### config.mk
export PLATFORM = sky130hd
export DESIGN_NAME = stack_core
export DESIGN_NICKNAME = d
export VERILOG_FILES = /design/src/rtl/stack_core.sv
export SDC_FILE = /design/constraint.sdc
export NUM_CORES = 1
export LEC_CHECK = 0
export CAP_MARGIN = 20
export CORE_AREA = 2 2 118 109
export CTS_CLUSTER_DIAMETER = 80
export DETAILED_ROUTE_END_ITERATION = 12
export DIE_AREA = 0 0 120 111
export MAX_ROUTING_LAYER = met4
export PLACE_DENSITY_LB_ADDON = 0.1
export SYNTH_ARGS = -nofsm -noshare
export SYNTH_HDL_FRONTEND = slang
export SYNTH_SLANG_ARGS = --single-unit
### constraint.sdc
create_clock -name clk -period 3.5 [get_ports clk]
set_clock_uncertainty 0.2 [all_clocks]
set_input_delay 0.525 -clock clk [delete_from_list [all_inputs] [get_ports clk]]
set_output_delay 0.525 -clock clk [all_outputs]
set_load 0.1 [all_outputs]
### src/rtl/stack_core.sv
// LIFO storage engine: storage array, stack pointer, registered top-of-stack
// and sticky overflow/underflow flags driven by single-cycle push/pop strobes.
module stack_core #(
    parameter int WIDTH = 8,
    parameter int DEPTH = 16
) (
    input  logic                       clk,
    input  logic                       rst_n,
    input  logic                       ena,
    input  logic                       push,
    input  logic                       pop,
    input  logic [WIDTH-1:0]           din,
    input  logic                       clr_err,
    output logic [WIDTH-1:0]           dout,
    output logic [$clog2(DEPTH):0]     count,
    output logic                       empty,
    output logic                       full,
    output logic                       overflow,
    output logic                       underflow
);
    localparam int AW = $clog2(DEPTH);
    localparam int CW = AW + 1;

    logic [WIDTH-1:0] mem [DEPTH];

    logic [CW-1:0]    sp_reg;
    logic [CW-1:0]    sp_next;
    logic [WIDTH-1:0] dout_reg;
    logic [WIDTH-1:0] dout_next;
    logic             overflow_reg;
    logic             underflow_reg;
    logic             overflow_set;
    logic             underflow_set;
    logic             mem_we;
    logic [AW-1:0]    mem_waddr;
    logic [AW-1:0]    below_addr;
    logic             is_empty;
    logic             is_full;

    assign is_empty   = (sp_reg == '0);
    assign is_full    = (sp_reg == CW'(DEPTH));
    // Entry just under the TOS; only consumed when sp >= 2, so wrap is harmless.
    assign below_addr = sp_reg[AW-1:0] - AW'(2);

    always_comb begin
        sp_next       = sp_reg;
        dout_next     = dout_reg;
        overflow_set  = 1'b0;
        underflow_set = 1'b0;
        mem_we        = 1'b0;
        mem_waddr     = sp_reg[AW-1:0];
        if (push && pop && !is_empty) begin
            // Replace TOS in place; legal even when full.
            mem_we    = 1'b1;
            mem_waddr = sp_reg[AW-1:0] - AW'(1);
            dout_next = din;
        end else if (push) begin
            if (is_full) begin
                overflow_set = 1'b1;
            end else begin
                mem_we    = 1'b1;
                mem_waddr = sp_reg[AW-1:0];
                sp_next   = sp_reg + CW'(1);
                dout_next = din;
            end
        end else if (pop) begin
            if (is_empty) begin
                underflow_set = 1'b1;
            end else begin
                sp_next   = sp_reg - CW'(1);
                dout_next = (sp_reg == CW'(1)) ? '0 : mem[below_addr];
            end
        end
    end

    always_ff @(posedge clk) begin
        if (!rst_n) begin
            sp_reg        <= '0;
            dout_reg      <= '0;
            overflow_reg  <= 1'b0;
            underflow_reg <= 1'b0;
        end else if (ena) begin
            sp_reg        <= sp_next;
            dout_reg      <= dout_next;
            // Set has priority over a same-cycle clear.
            overflow_reg  <= (overflow_reg & ~clr_err) | overflow_set;
            underflow_reg <= (underflow_reg & ~clr_err) | underflow_set;
        end
    end

    always_ff @(posedge clk) begin
        if (rst_n && ena && mem_we) begin
            mem[mem_waddr] <= din;
        end
    end

    assign dout      = dout_reg;
    assign count     = sp_reg;
    assign empty     = is_empty;
    assign full      = is_full;
    assign overflow  = overflow_reg;
    assign underflow = underflow_reg;
endmodule

Yosys cells after proc, flatten, opt, wreduce, memory -nomap -nowiden
Memories as Yosys holds them, arrays and structs flattened.
Cells that the tools add are included.
{ "op_classes": {"add_sub_neg": 4, "multipliers": 0, "n_div": 0, "n_lt_le_gt_ge": 0, "n_eq_ne": 6, "n_shift": 0, "muxes": 23, "n_bitwise": 6, "n_reduce_logical": 10} }
{ "op_table": {"columns": ["operator", "count"], "rows": [
  ["$mux W8", 6],
  ["$mux W5", 4],
  ["$mux W1", 12],
  ["$ne A3 B2 Y1 const B", 2],
  ["$add A5 B1 Y5 const B", 1],
  ["$eq A5 B1 Y1 const B", 1],
  ["$eq A5 B5 Y1 const B", 1],
  ["$logic_not A5 Y1", 1],
  ["$reduce_and A5 Y1", 1],
  ["$sub A5 B1 Y5 const B", 1],
  ["$logic_and A1 B1 Y1", 4],
  ["$mux W4", 1],
  ["$ne A2 B2 Y1 const B", 2],
  ["$reduce_and A4 Y1", 1],
  ["$sub A4 B1 Y4 const B", 1],
  ["$sub A4 B2 Y4 const B", 1],
  ["$reduce_bool A3 Y1", 1],
  ["$and A1 B1 Y1", 2],
  ["$not A1 Y1", 2],
  ["$or A1 B1 Y1", 2],
  ["$reduce_bool A2 Y1", 1],
  ["$logic_not A1 Y1", 1]
]} }
{ "totals": {"ff_bits": 15, "latchBits": 0, "ram_bits": 128, "mem_bits_ro": 0, "out_inout_bits": 17, "elab_cells": 54, "n_memories": 1} }
{ "mem_list": {"columns": ["memory", "depth", "width", "read_ports", "rd_clocked_by_memory_dff", "write_ports", "line_no", "source"], "rows": [
  ["mem", 16, 8, 1, 0, 1, "24", "logic [WIDTH-1:0] mem [DEPTH];"]
]} }

Logic depth before layout (Yosys ltp)
Gate-level depths: netlist of the first run.
{ "depth": {"word_depth": 7, "mapped_depth": 10} }

Least setup slack after synthesis of the first run
Ideal clock, no wire load.
{ "synth_path": {"path_kind": "register to register", "start": "register sp_reg[0], in the netlist count[0]", "end": "memory mem[3][0], enable pin", "t_arrival_ns": 3.460, "t_required_ns": 2.917, "setup_slack_ns": -0.543, "path_stages_with_launch": 10, "path_buffers": 2, "period_less_slack_ns": 4.043, "cell_sequence": "dfxtp_1 > buf_2 > inv_1 > ha_1 > or4b_4 > buf_6 > clkinv_2 > nor4_1 > a31oi_1 > nor3_1"} }
{ "synth_via": {"elab_chain_len": 7, "elab_cells_between_ends": 12} }
{ "synth_lines": {"columns": ["item", "line_no", "source"], "rows": [
  ["from (decl)", "26", "logic [CW-1:0] sp_reg;"],
  ["from (signal assigned)", "83", "sp_reg <= sp_next;"],
  ["$logic_not A5 Y1 (*)", "40", "assign is_empty = (sp_reg == '0);"],
  ["net empty", "16", "output logic empty,"],
  ["$logic_not A1 Y1 (*)", "52", "if (push && pop && !is_empty) begin"],
  ["$logic_and A1 B1 Y1 (*)", "52", null],
  ["$mux W1", "52", null],
  ["$logic_and A1 B1 Y1", "92", "if (rst_n && ena && mem_we) begin"],
  ["$mux W1", "92", null],
  ["$mux W1 (not written as such)", "93", "mem[mem_waddr] <= din;"],
  ["to (decl)", "24", null]
]} }
Mark *: on every way through the listed nets, which the timed path passes. The rest lies on a longest branch.

Worst setup path after layout of the first run
{ "layout_path": {"start": "register sp_reg[1], in the netlist count[1]", "end": "memory mem[3][1], enable pin"} }
{ "layout_via": {"elab_chain_len": 7, "elab_cells_between_ends": 12} }
{ "layout_lines": {"columns": ["item", "line_no"], "rows": [
  ["$eq A5 B5 Y1 or $logic_not A5 Y1 (tied branches)", "41, 40"],
  ["$mux W1 or $logic_not A1 Y1 (tied branches)", "58, 52"],
  ["$mux W1 or $logic_and A1 B1 Y1 (tied branches)", "57, 52"],
  ["$mux W1", "52"],
  ["$logic_and A1 B1 Y1", "92"],
  ["$mux W1", "92"],
  ["$mux W1 (not written as such)", "93"]
]} }
Several ways; a longest one is shown, not always the timed one.

==> results of run 1 <==
==> final timing paths <==
check	start	endpoint	slack, ps	cells after the start
worst max register to register	count[1]	mem[3][1]	300	6
worst max-delay path	count[1]	mem[3][1]	300	6
worst min register to register	underflow	underflow	270	2
worst min-delay path	underflow	underflow	270	2
==> Yosys cell counts, drive strengths merged (2+ instances only) <==
cell	number	area share (%)
a31oi	12	1.4
nor2b	5	0.51
clkbuf	12	0.73
a22oi	32	3.9
or3	2	0.20
nand2	6	0.40
a41oi	9	1.3
nor3	12	0.97
a32oi	2	0.40
and2	12	1.2
nand4	9	0.91
inv	5	0.30
nor2	9	0.63
nand3	4	0.32
a32o	2	0.32
dfxtp	15	4.9
a21oi	8	0.65
mux2i	68	11
nor4	2	0.20
or4	3	0.36
a21o	3	0.36
clkinv	2	0.14
nor3b	2	0.32
edfxtp	128	62
o21ai	13	1.1
buf	15	1.5
o31ai	3	0.36
xor2	2	0.28
ha	7	1.4
nand2b	4	0.40
==> placed cells by master, fill, tap and decap left out, types with 10 or more instances in the layout <==
master	n
edfxtp_1	128
a22oi_1	32
mux2i_1	68
and2_1	11
clkdlybuf4s50_1	23
o21ai_0	11
buf_4	39
dfxtp_1	12
a31oi_1	10
nor3_1	11
clkbuf_16	17
==> worst register-to-register path: stages, from the launching register on <==
cell and delay [ps]:
dfxtp_2 320, inv_1 170, ha_1 260, a21boi_1 520, a21o_1 200, a32oi_1 210, nor3_1 940
==> cells by family after synthesis <==
kind of cell	after synthesis	share of synthesized area (%)
DFF	143	67.0
AOI/OAI and AO/OA	88	10.3
and+or+nand+nor	76	7.30
muxes	68	11.0
buffers and inverters	34	2.69
adders and majority gates	7	1.42
xor gates and xnor gates	2	0.283
==> power breakdown <==
| group | internal, W | switching [W] |
|---|---|---|
| clock | 0.00112 | 0.000681 |
| sequential | 0.00189 | 0.0000141 |
| combinational | 0.000287 | 0.000612 |
| total | 0.00330 | 0.00131 |
==> metrics by stage <==
step,setup TNS [ps],setup WS (ps)
finish,0,302
detailed placement,0,183
CTS,0,307
global route,0,63.7
floorplan,-11200,-167
global placement,0,199
==> metal layers <==
metal	vias to the layer above	track usage [%]	part of all wire [%]
met5	-	-	0
met4	0	9.25	2.5
met3	23	6.94	6.7
met2	156	33.4	44
met1	1940	35.2	47
li1	1794	-	-
==> cell type report <==
type | count | area, µm² | area share [%]
sequential | 143 | 4150 | 55.6
multi-input combinational | 241 | 1880 | 25.2
timing repair buffer | 69 | 606 | 8.12
clock buffer | 19 | 433 | 5.80
tap | 164 | 205 | 2.75
clock inverter | 13 | 160 | 2.15
inverter | 7 | 27.5 | 0.369
==> flow_summary.toml, run 1 <==
[status]
status = "completed"

[global_route]
grt_pass1_wl_mm = 22.7
grt_pass1_vias = 3799
grt-ovfl-total = 0
grt_start_max_net_pins = 31
grt_usage_pct = 24.6
antenna_found_initial = 0

[finish]
n_antenna_cell = 0
areaGrowthSynthToFinish_pct = 20.6
fillers = 936
final_core_util_pct = 60.9
nNetsFinal = 500
final_cells = 656
largest_register_ffs = 128
fin_area_mm2 = 0.00746
drive_gt1_share_pct = 18.3

[logic_synthesis]
syn_area_mm2 = 0.00619
avgSynthCellArea_um2 = 14.8
yosysWarningCount = 0
synth_edf_count = 128
synth_cells = 418
synth_cell_type_count = 51
synth-async-reset-ratio_pct = 0
synth_flop_cell = "edfxtp_1"
synth_nets = 439
synth-seq-cells = 143
synth_seq_area_share_pct = 67.0

[sta]
tightest_slew_ps = 1100
period_needed_ps = 3200
setup_violations = 0
period_share_pct = 91.4
drv_slew = 0
hold_viol = 0
slew_headroom_pct = 26.2
max_freq_mhz = 313
hold_slack_ps = 266
grt_setup_unrepaired = "no"

[power_and_ir_drop]
cellPowerDensity_mw_per_mm2 = 618
vdd_drop_max_uv = 561
p_leak_nw = 2.45
finalPower_w = 0.00461

[clocking]
clkSlewWorstSetupHoldPaths_ps = 60
cts_resized = 0
cts_setup_buffers = 0
cts_made_buffers = 17
cts.sinks = 143
htree_levels = 4
cts_tree = "built"
cts_root_buf = "clkbuf_16"
hold_buffers = 0
clockBufferDepth = 2
clock_latency_ps = 430

[worst_setup_path]
crit_buf_inv = 1
path_cells = "inv_1 -> ha_1 -> a21boi_1 -> a21o_1 -> a32oi_1 -> nor3_1"
path_max_fanout = 8
crit_type = "reg -> reg"
crit_required_ps = 3340
worst_setup_path_start_kind = "flip-flop"
path_delay_family = "simple AND/OR/NAND/NOR gates"
cpMaxStageDelayCell = "nor3_1"
max_stage_delay_ps = 940
worstSetupEndpointType = "flip-flop"
crit_arrival_ps = 3040

[floorplanning]
initial_core_util_pct = 50.5
die_height_um = 111
row_count = 39
core_mm2 = 0.0122
die_w_um = 120
num_io_pins = 31
die_area_mm2 = 0.0133

[placement]
port_buffers = 30
place_congestion = 0.955
hpwl_mm = 10.1
place_inst = 620
dpl_cell_area_mm2 = 0.00684

[routing]
wire_per_inst_um = 22.7
first_iter_violations = 393
num_vias = 3913
wl_mm = 14.9
drt-vias-per-instance = 5.96
drc = 0
firstDrtPassIters = 4
ant_nets = 0

[run]
timing.max_cap.violations = 0

[min_path]
hp-class = "reg -> reg"
(Power assumes the default switching activity.)
==> run 2: changes to the inputs <==
- CAP_MARGIN: 20 -> not set
- CTS_CLUSTER_SIZE: not set -> 10
- SKIP_CTS_REPAIR_TIMING: not set -> 1
==> run 2 against run 1 <==
Net effect:
- global-route usage is the same
- via count grew 0.97%
- critical path depth is the same
- final cell count shrank 0.61%
- clock power is essentially flat
- combinational power is essentially flat
- register-to-register slack lost 50 ps
- sequential power is essentially flat
- core utilization shrank 0.10 points
- largest power group unchanged
==> flow_summary.toml, run 2 (synthesis gave the netlist of run 1 again) <==
[status]
status = "completed"

[global_route]
grt_usage_pct = 24.6
top_usage_layer = "met1"
grt_pass1_wl_mm = 22.7
antenna_found_initial = 0
use_met3_pct = 6.94
grt_util_met2_pct = 33.4
grt_start_max_net_pins = 31
grt-ovfl-total = 0
met1_usage_pct = 35.2
grt_pass1_vias = 3799

[placement]
hpwl_mm = 10.1
place_congestion = 0.955
dpl_cell_area_mm2 = 0.00684
port_buffers = 30

[sta]
tightest_slew_ps = 1170
grt_setup_unrepaired = "no"
hold_viol = 0
max_freq_mhz = 308
fin_setup_tns_ps = 0
period_share_pct = 92.8
drv_slew = 0
setup_violations = 0
period_needed_ps = 3250
slew_headroom_pct = 21.1

[power_and_ir_drop]
power_frac_seq_pct = 41.4
p_sw_w = 0.00131
vdd_drop_max_uv = 558
swShare_pct = 28.4
combPwrFrac_pct = 19.6
power_frac_clock_pct = 39.1
p_int_w = 0.00330
cellPowerDensity_mw_per_mm2 = 619
p_leak_nw = 2.43

[worst_setup_path]
crit_type = "reg -> reg"
worstSetupEndpointType = "flip-flop"
path_max_fanout = 8
max_stage_delay_ps = 960
path_delay_family = "compound AO/OA/AOI/OAI gates"
crit_arrival_ps = 3090
r2r_cells = 6
worst_setup_path_start_kind = "flip-flop"
path_cells = "inv_1 -> ha_1 -> a21boi_1 -> a21o_1 -> a32oi_1 -> nor3_1"
cp.depth = 6
crit_required_ps = 3350
crit_buf_inv = 1
cpMaxStageDelayCell = "nor3_1"

[clocking]
cts.sinks = 143
cts_root_buf = "clkbuf_16"
clockBufferDepth = 2
htree_levels = 4
cts_tree = "built"
cts_made_buffers = 17
clock_latency_ps = 420
clkSlewWorstSetupHoldPaths_ps = 60

[floorplanning]
row_count = 39
die_height_um = 111
core_mm2 = 0.0122
die_w_um = 120
initial_core_util_pct = 50.5
die_area_mm2 = 0.0133
num_io_pins = 31

[routing]
ant_nets = 0
num_vias = 3951
wire_per_inst_um = 22.8
wl_mm = 14.9
drc = 0
first_iter_violations = 455
firstDrtPassIters = 4
drt-vias-per-instance = 6.06

[finish]
areaGrowthSynthToFinish_pct = 20.4
largest_register_ffs = 128
fin_area_mm2 = 0.00745
nNetsFinal = 496
fillers = 935
layout_commonest_cell = "edfxtp_1"
n_antenna_cell = 0
layout_common_cells = "edfxtp_1, mux2i_1, buf_4, a22oi_1, clkdlybuf4s50_1"
final_core_util_pct = 60.8
drive_gt1_share_pct = 18.0

[min_path]
min_delay_path_depth = 2
hp-class = "reg -> reg"

[run]
timing.max_cap.violations = 0
run 2: cell types whose count changed in the layout (fill, tap and decap cells not counted), sizes merged:
cell and change:
buf -3, clkbuf -1
run 2: power groups by stage:
stage / Clock (W) / Sequential, W / Combinational [W]
3_3_place_gp: 0 / 0.00194 / 0.000881
2_1_floorplan: 0 / 0.00208 / 0.000476
4_1_cts: 0.00182 / 0.00191 / 0.000889
6_report: 0.00180 / 0.00191 / 0.000901
5_1_grt: 0.00190 / 0.00191 / 0.000952
3_5_place_dp: 0 / 0.00194 / 0.000885
run 2: worst reg2reg max path, stage by stage (launching register included):
cell      delay (ps)
dfxtp_2          320
inv_1            170
ha_1             260
a21boi_1         520
a21o_1           200
a32oi_1          250
nor3_1           960
run 2: area by class of cell:
cell class,count,area (µm²),area share (%)
clock buffers,19,433,5.81
repair buffers,65,583,7.83
clock inverters,13,160,2.15
multi-input cells,241,1890,25.4
well taps,164,205,2.76
flip-flops and latches,143,4150,55.7
inverters,7,27.5,0.370
run 2: metal layers:
layer	vias up	wire, µm
li1	1785	-
met1	1981	6960
met2	160	6510
met3	25	1010
met4	0	413
met5	-	0
run 2: worst paths after layout:
check	slack (ps)	end	startpoint
setup / recovery	250	mem[3][1]	count[1]
hold / removal	270	underflow	underflow
setup reg to reg	250	mem[3][1]	count[1]
hold reg to reg	270	underflow	underflow
run 2: metrics by stage:
stage	setup WS, ps	cells	hold WS, ps	power (W)
after floorplan	-167	418	424	0.00256
after global placement	199	620	249	0.00282
after detailed placement	183	620	264	0.00283
after CTS	307	652	272	0.00461
after global routing	25.2	652	308	0.00476
final	253	652	266	0.00461
